### src/rtl/alu_seq.sv
// Handshaked, registered ALU with optional iterative shift-add multiplier.
// Define ALU_SEQ_MUL_EN to build the multiplier for ops 10 (mul) and 11 (mulhu).
module alu_seq #(
  parameter  int unsigned WIDTH = 32,
  localparam int unsigned SHW   = $clog2(WIDTH)
) (
  input  logic             clk,
  input  logic             reset,
  input  logic             in_valid,
  output logic             in_ready,
  input  logic [3:0]       op,
  input  logic [WIDTH-1:0] a,
  input  logic [WIDTH-1:0] b,
  output logic             out_valid,
  input  logic             out_ready,
  output logic [WIDTH-1:0] result,
  output logic             zero,
  output logic             busy
);

  localparam logic [3:0] OP_ADD  = 4'd0;
  localparam logic [3:0] OP_SUB  = 4'd1;
  localparam logic [3:0] OP_XOR  = 4'd2;
  localparam logic [3:0] OP_OR   = 4'd3;
  localparam logic [3:0] OP_AND  = 4'd4;
  localparam logic [3:0] OP_SLL  = 4'd5;
  localparam logic [3:0] OP_SRL  = 4'd6;
  localparam logic [3:0] OP_SRA  = 4'd7;
  localparam logic [3:0] OP_SLT  = 4'd8;
  localparam logic [3:0] OP_SLTU = 4'd9;

`ifdef ALU_SEQ_MUL_EN
  localparam logic [3:0] OP_MUL   = 4'd10;
  localparam logic [3:0] OP_MULHU = 4'd11;
  typedef enum logic [1:0] {S_IDLE, S_MUL, S_DONE} state_t;
`else
  typedef enum logic [1:0] {S_IDLE, S_DONE} state_t;
`endif

  state_t           r_state, w_state_next, w_start_state;
  logic             r_zero;
  logic [WIDTH-1:0] r_result;
  logic [WIDTH-1:0] w_alu;
  logic [SHW-1:0]   w_shamt;
  logic             w_accept;
  logic             w_load_alu;

  assign in_ready  = (r_state == S_IDLE) || ((r_state == S_DONE) && out_ready);
  assign w_accept  = in_valid && in_ready;
  assign out_valid = (r_state == S_DONE);
  assign result    = r_result;
  assign zero      = r_zero;
  assign w_shamt   = b[SHW-1:0];

  // Single-cycle operations, evaluated straight from the inputs at accept.
  always_comb begin
    w_alu = '0;
    case (op)
      OP_ADD:  w_alu = a + b;
      OP_SUB:  w_alu = a - b;
      OP_XOR:  w_alu = a ^ b;
      OP_OR:   w_alu = a | b;
      OP_AND:  w_alu = a & b;
      OP_SLL:  w_alu = a << w_shamt;
      OP_SRL:  w_alu = a >> w_shamt;
      OP_SRA:  w_alu = WIDTH'($signed(a) >>> w_shamt);
      OP_SLT:  w_alu = WIDTH'($signed(a) < $signed(b));
      OP_SLTU: w_alu = WIDTH'(a < b);
      default: w_alu = '0;
    endcase
  end

`ifdef ALU_SEQ_MUL_EN
  logic [2*WIDTH-1:0] r_mcand, r_acc, w_acc_next;
  logic [WIDTH-1:0]   r_mplier, w_mul_res;
  logic [SHW-1:0]     r_cnt;
  logic               r_hi;
  logic               w_is_mul, w_last;

  assign w_is_mul      = (op == OP_MUL) || (op == OP_MULHU);
  assign w_load_alu    = w_accept && !w_is_mul;
  assign w_start_state = w_is_mul ? S_MUL : S_DONE;
  assign busy          = (r_state == S_MUL);
  assign w_last        = (r_state == S_MUL) && (r_cnt == SHW'(WIDTH - 1));
  assign w_acc_next    = r_acc + (r_mplier[0] ? r_mcand : '0);
  assign w_mul_res     = r_hi ? w_acc_next[2*WIDTH-1:WIDTH] : w_acc_next[WIDTH-1:0];

  // One shift-add step per cycle, multiplier LSB first.
  always_ff @(posedge clk) begin
    if (reset) begin
      r_mcand  <= '0;
      r_mplier <= '0;
      r_acc    <= '0;
      r_cnt    <= '0;
      r_hi     <= 1'b0;
    end else if (w_accept && w_is_mul) begin
      r_mcand  <= {{WIDTH{1'b0}}, a};
      r_mplier <= b;
      r_acc    <= '0;
      r_cnt    <= '0;
      r_hi     <= (op == OP_MULHU);
    end else if (r_state == S_MUL) begin
      r_mcand  <= r_mcand << 1;
      r_mplier <= r_mplier >> 1;
      r_acc    <= w_acc_next;
      r_cnt    <= r_cnt + 1'b1;
    end
  end
`else
  assign w_load_alu    = w_accept;
  assign w_start_state = S_DONE;
  assign busy          = 1'b0;
`endif

  always_ff @(posedge clk) begin
    if (reset) r_state <= S_IDLE;
    else       r_state <= w_state_next;
  end

  always_comb begin
    w_state_next = r_state;
    case (r_state)
      S_IDLE: if (w_accept) w_state_next = w_start_state;
`ifdef ALU_SEQ_MUL_EN
      S_MUL:  if (w_last) w_state_next = S_DONE;
`endif
      S_DONE: if (out_ready) w_state_next = w_accept ? w_start_state : S_IDLE;
      default: w_state_next = S_IDLE;
    endcase
  end

  // Result holds in DONE until the consumer takes it.
  always_ff @(posedge clk) begin
    if (reset) begin
      r_result <= '0;
      r_zero   <= 1'b1;
    end else if (w_load_alu) begin
      r_result <= w_alu;
      r_zero   <= (w_alu == '0);
    end
`ifdef ALU_SEQ_MUL_EN
    else if (w_last) begin
      r_result <= w_mul_res;
      r_zero   <= (w_mul_res == '0);
    end
`endif
  end

endmodule

### config.mk
export PLATFORM = sky130hd
export DESIGN_NAME = alu_seq
export DESIGN_NICKNAME = d
export VERILOG_FILES = /design/src/rtl/alu_seq.sv
export SDC_FILE = /design/constraint.sdc
export NUM_CORES = 1
export LEC_CHECK = 0
export CORE_MARGIN = 2
export CORE_UTILIZATION = 30
export CTS_CLUSTER_DIAMETER = 200
export DETAILED_ROUTE_END_ITERATION = 8
export DONT_BUFFER_PORTS = 1
export MAX_ROUTING_LAYER = met4
export PLACE_DENSITY_LB_ADDON = 0.05
export SYNTH_ARGS = -nofsm -noshare
export SYNTH_HDL_FRONTEND = slang
export SYNTH_SLANG_ARGS = --single-unit
### constraint.sdc
create_clock -name clk -period 9.77 [get_ports clk]
set_input_delay 2.4425 -clock clk [delete_from_list [all_inputs] [get_ports clk]]
set_output_delay 2.4425 -clock clk [all_outputs]
set_load 0.01 [all_outputs]
# Yosys cells after proc, flatten, opt, wreduce, memory -nomap -nowiden
# Cells that the tools add are included.
classes:
  n_eq_ne: 12
  n_mul: 0
  div: 0
  bitwise_logic: 3
  magnitude_cmp: 2
  mux: 5
  n_reduce_logical: 7
  n_addsub: 2
  shifts: 3
op_table:
  columns: ["operator", "n"]
  rows:
  - ["$pmux W32 S10", 1]
  - ["$lt A32 B32 Y1", 2]
  - ["$add A32 B32 Y32", 1]
  - ["$and A32 B32 Y32", 1]
  - ["$logic_not A32 Y1", 1]
  - ["$or A32 B32 Y32", 1]
  - ["$shl A32 B5 Y32", 1]
  - ["$shr A32 B5 Y32", 1]
  - ["$sshr A32 B5 Y32", 1]
  - ["$sub A32 B32 Y32", 1]
  - ["$xor A32 B32 Y32", 1]
  - ["$eq A4 B3 Y1 const B", 4]
  - ["$eq A4 B2 Y1 const B", 2]
  - ["$eq A4 B4 Y1 const B", 2]
  - ["$eq A4 B1 Y1 const B", 1]
  - ["$logic_not A4 Y1", 1]
  - ["$mux W2", 2]
  - ["$pmux W2 S2", 1]
  - ["$eq A2 B1 Y1 const B", 1]
  - ["$logic_and A1 B1 Y1", 2]
  - ["$logic_not A2 Y1", 1]
  - ["$ne A2 B1 Y1 const B", 1]
  - ["$ne A2 B2 Y1 const B", 1]
  - ["$reduce_and A2 Y1", 1]
  - ["2 further kinds", 2]
totals:
  reg_bits: 35
  memories: 0
  ramBits: 0
  rom_bits: 0
  latch_bits: 0
  inputBits: 72

# Depth between registers and ports, before layout
depth:
  ltp_word: 7
  depth_mapped: 19
  depth_no_buf: 14

# Worst setup path after synthesis
# Ideal clock, no wire load.
synth_path:
  path_kind: "input to register"
  from: "input b[1]"
  to: "register r_result[31], in the netlist result[31]"
  arrival_time_ps: 6384
  required_ps: 9692
  setup_slack_ps: 3308
  cell_stages: 16
  path_buffers: 3
  cell_sequence: "inv_1 buf_1 clkbuf_1 clkbuf_1 ha_1 nor2_1 o311a_1 o211ai_1 or4_1 a21bo_2 o41ai_1 a211o_1 mux2_2 o22ai_1 nor2_1 nor3_1"
synth_between:
  elab_chain_cells: 2
synth_lines:
  columns: ["item", "line", "text"]
  rows:
  - ["start: declaration", "13", "input logic [WIDTH-1:0] b,"]
  - ["$sub A32 B32 Y32 (tied with other cells)", "60", "OP_SUB: w_alu = a - b;"]
  - ["$pmux W32 S10 (*)", "58", "case (op)"]
  - ["end signal: assignment", "138", "r_result <= w_alu;"]
  - ["end: declaration", "42", "logic [WIDTH-1:0] r_result;"]
# Every way passes the cells marked *; elsewhere a longest branch is shown, timed or not.
# A chain may end at the register's enable or synchronous reset.

# Worst setup path after layout
layout_path:
  from: "input b[2]"
  to: "register r_zero, in the netlist zero"
layout_between:
  elab_chain_cells: 3
layout_lines:
  columns: ["item", "line", "text"]
  rows:
  - ["$sub A32 B32 Y32 (tied with other cells)", "60", null]
  - ["$pmux W32 S10 (*)", "58", null]
  - ["$logic_not A32 Y1 (*)", "139", "r_zero <= (w_alu == '0);"]
  - ["end signal: assignment", "139", null]
  - ["end: declaration", "41", "logic r_zero;"]
# Marks and branches as above.

==> reports/results.txt <==
outcome - complete, no violations
Mapped Nets - 1756
Yosys warnings - 0
finished layout cell area - 0.0115 mm²
drt total wl - 59100 µm
DRT Pass-1 Iters - 5
post-synthesis sequential area ratio - 6.12%
Core Util, Final - 31.3%
Post-CTS Hold Fix Bufs - 0
CP top delay family - compound AO/OA/AOI/OAI gates
antenna viol nets, final - 0
most used cell along the critical path - a2111oi_0
Routed WL per cell - 30.5 µm
total CTS buffers - 5
nets - 1642
drt initial violations - 1467
Multi-input gate area - 0.00955 mm²
most common cell after layout, fill and taps aside - nor2_1
max-cap violations - 0
clk buf depth - 2
Max Fclk - 0.145 GHz
minimum clock period - 6.91 ns
Crit path arrival time - 7.10 ns
CP max FO - 88
share of cells above drive strength 1 - 7.89%
vias in the first global route - 12100
fin. max-slew vios - 0
Cell Area, Placed - 0.0113 mm²
delay of the slowest cell on the worst path - 1.19 ns
clk sink count - 34
most frequent cells in the layout - nor2_1 (164), nand2_1 (152), a21oi_1 (106), ha_1 (98), inv_1 (95)
combined buffer and inverter count along the critical path - 2
die area - 0.0387 mm²
VDD IR max - 0.0835 mV
slew margin rel. - 4.94%
CP max stage cell - a2111oi_0
DRC - 0
Synth Flop Type - dfxtp_1
postcts setup bufs - 0
Final GP Congestion - 0.968
sequential standard cell area - 681 µm²
largest net degree at the start of global routing - 89
Post-synth EDFFs - 0
H-Tree Level Count - 2
RSZ-0062 raised after global routing - false
Synth Area per Inst - 7.03 µm²
pwr/cell area - 80.0 mW/mm²
Congestion Overflow GR - 0
CP startpoint kind - primary input
Crit Path Category - primary input to register
first-pass GRT wire length - 85800 µm
Clk Tree Root Cell - clkbuf_16
leakage - 4.52 nW
post-route setup TNS - 0 ns
area growth from synthesis to layout - 2.95%
I/O pins - 108
routed via count - 12800
DP HPWL - 46100 µm
core area - 0.0366 mm²
critical path cell sequence - clkinv_1 -> buf_4 -> ha_1 -> and3_1 -> a22o_1 -> a2111oi_0 -> o21ai_0 -> a221o_1 -> a2111oi_0 -> nand3_1 -> nor4_1 -> and4_1 -> nand4_1 -> o31ai_2
GR Util All Layers - 30.6%
Post-Syn Instances - 1584
Final setup violation count - 0
Critical Path End Type - register
initial antenna violation count - 2
std cell rows - 70
IO buf count - 0
CTS tree - yes
initial core utilization - 30.4%
# resized after CTS - 0
Hold Vio Cnt, Final - 0
Tcrit/Tclk final - 70.7%
Layout Skew - 0.00381 ns
CP Data Required Time - 9.96 ns
clk slew on worst S/H paths - 0.05 ns
clk_lat worst skew - 0.27 ns
Chip Height - 197 µm
library cells used by synthesis - 84
final hold slack - 0.521 ns
Filler cells - 4066
Seq cells post-synth - 34
Worst Tran Pin Value - 1.39 ns
vias per inst - 6.59
Async SR Flop Fraction - 0%
Hold WC Path Type - register to register
Post-Synthesis Cell Area - 0.0111 mm²
Die W - 197 µm
-- power by group --
part           switching (mW)  internal [mW]  leakage, nW
logic                   0.379          0.215         4.16
registers              0.0138          0.151        0.282
clock network          0.0566          0.101       0.0739
-- layer usage --
layer	wire, µm	GRT usage, %	up-vias
li1	-	-	5734
met1	27400	42.5	6456
met2	26900	48.6	536
met3	3700	2.89	62
met4	1200	6.02	0
met5	0	-	-
-- kinds of logic (layout without fill, tap and decap cells) --
family / after synthesis / after routing / share of synthesized area, %
xor+xnor: 21 / 21 / 1.65
simple gates: 535 / 535 / 23.1
other cells: 1 / 2 / 0.0337
compound gates: 524 / 524 / 32.8
mux: 133 / 133 / 16.4
buf+inv: 236 / 123 / 8.48
fa+ha+maj: 100 / 100 / 11.4
flops: 34 / 34 / 6.12
-- synthesized netlist by cell type, types with 12 or more instances --
| master | count | area share [%] |
|---|---|---|
| mux4_2 | 36 | 7.3 |
| inv_1 | 95 | 3.2 |
| mux2_2 | 34 | 3.4 |
| mux2i_1 | 62 | 5.6 |
| nand3_1 | 29 | 1.3 |
| nand2_1 | 152 | 5.1 |
| o221ai_1 | 13 | 1.0 |
| a22oi_1 | 16 | 1.1 |
| a211oi_1 | 58 | 3.9 |
| o211ai_1 | 29 | 2.0 |
| xnor2_1 | 13 | 1.0 |
| dfxtp_1 | 34 | 6.1 |
| ha_1 | 98 | 11 |
| o31ai_1 | 18 | 1.2 |
| nor2_1 | 164 | 5.5 |
| a31oi_1 | 26 | 1.5 |
| buf_2 | 13 | 0.58 |
| o21bai_1 | 12 | 0.81 |
| clkbuf_1 | 108 | 3.6 |
| nor2b_1 | 15 | 0.84 |
| and3_1 | 12 | 0.67 |
| nor3_1 | 41 | 1.8 |
| o2111ai_1 | 12 | 0.94 |
| nand2b_1 | 19 | 1.1 |
| nor4_1 | 22 | 1.2 |
| o21ai_0 | 74 | 3.3 |
| o22ai_1 | 27 | 1.5 |
| nand4_1 | 15 | 0.84 |
| a21oi_1 | 106 | 4.8 |
-- worst register-to-register path: stages, from the launching register on --
cell and delay (ns):
dfxtp_1 0.33, nand2b_1 0.19, nand2_1 0.38, a211oi_1 0.56, o221ai_1 0.25, a2111oi_0 1.12
nand3_1 0.15, nor4_1 0.37, and4_1 0.28, nand4_1 0.10, o31ai_2 0.19
-- final timing paths --
kind / startpoint / end / slack [ns] / cells past startpoint
max: b[2] / zero / 2.86 / 14
min: result[3] / result[3] / 0.52 / 2
max reg2reg: r_state[0] / zero / 5.77 / 10
min reg2reg: result[3] / result[3] / 0.52 / 2
-- final cells by class --
| class | instances | area share [%] |
|---|---|---|
| diodes | 1 | 0.0218 |
| clock buffers | 7 | 1.24 |
| clock inverters | 1 | 0.0437 |
| inverters | 97 | 3.18 |
| multi-input cells | 1314 | 83.3 |
| flip-flops and latches | 34 | 5.94 |
| well taps | 468 | 5.11 |
| repair buffers | 18 | 1.16 |
-- stage by stage --
step                      setup WS (ns)  power (mW)  std cells
after floorplan                    3.31       0.598       1584
after global placement             2.80       0.752       1930
after detailed placement           2.75       0.747       1930
after CTS                          3.03       0.909       1938
after global routing               2.68       0.971       1940
final                              2.86       0.916       1940
-- sequential cells by signal, indices dropped and copies added (netlist names) --
register and flops:
result 32, r_state 1, zero 1
Note: power is estimated with default switching activity, not from simulation.
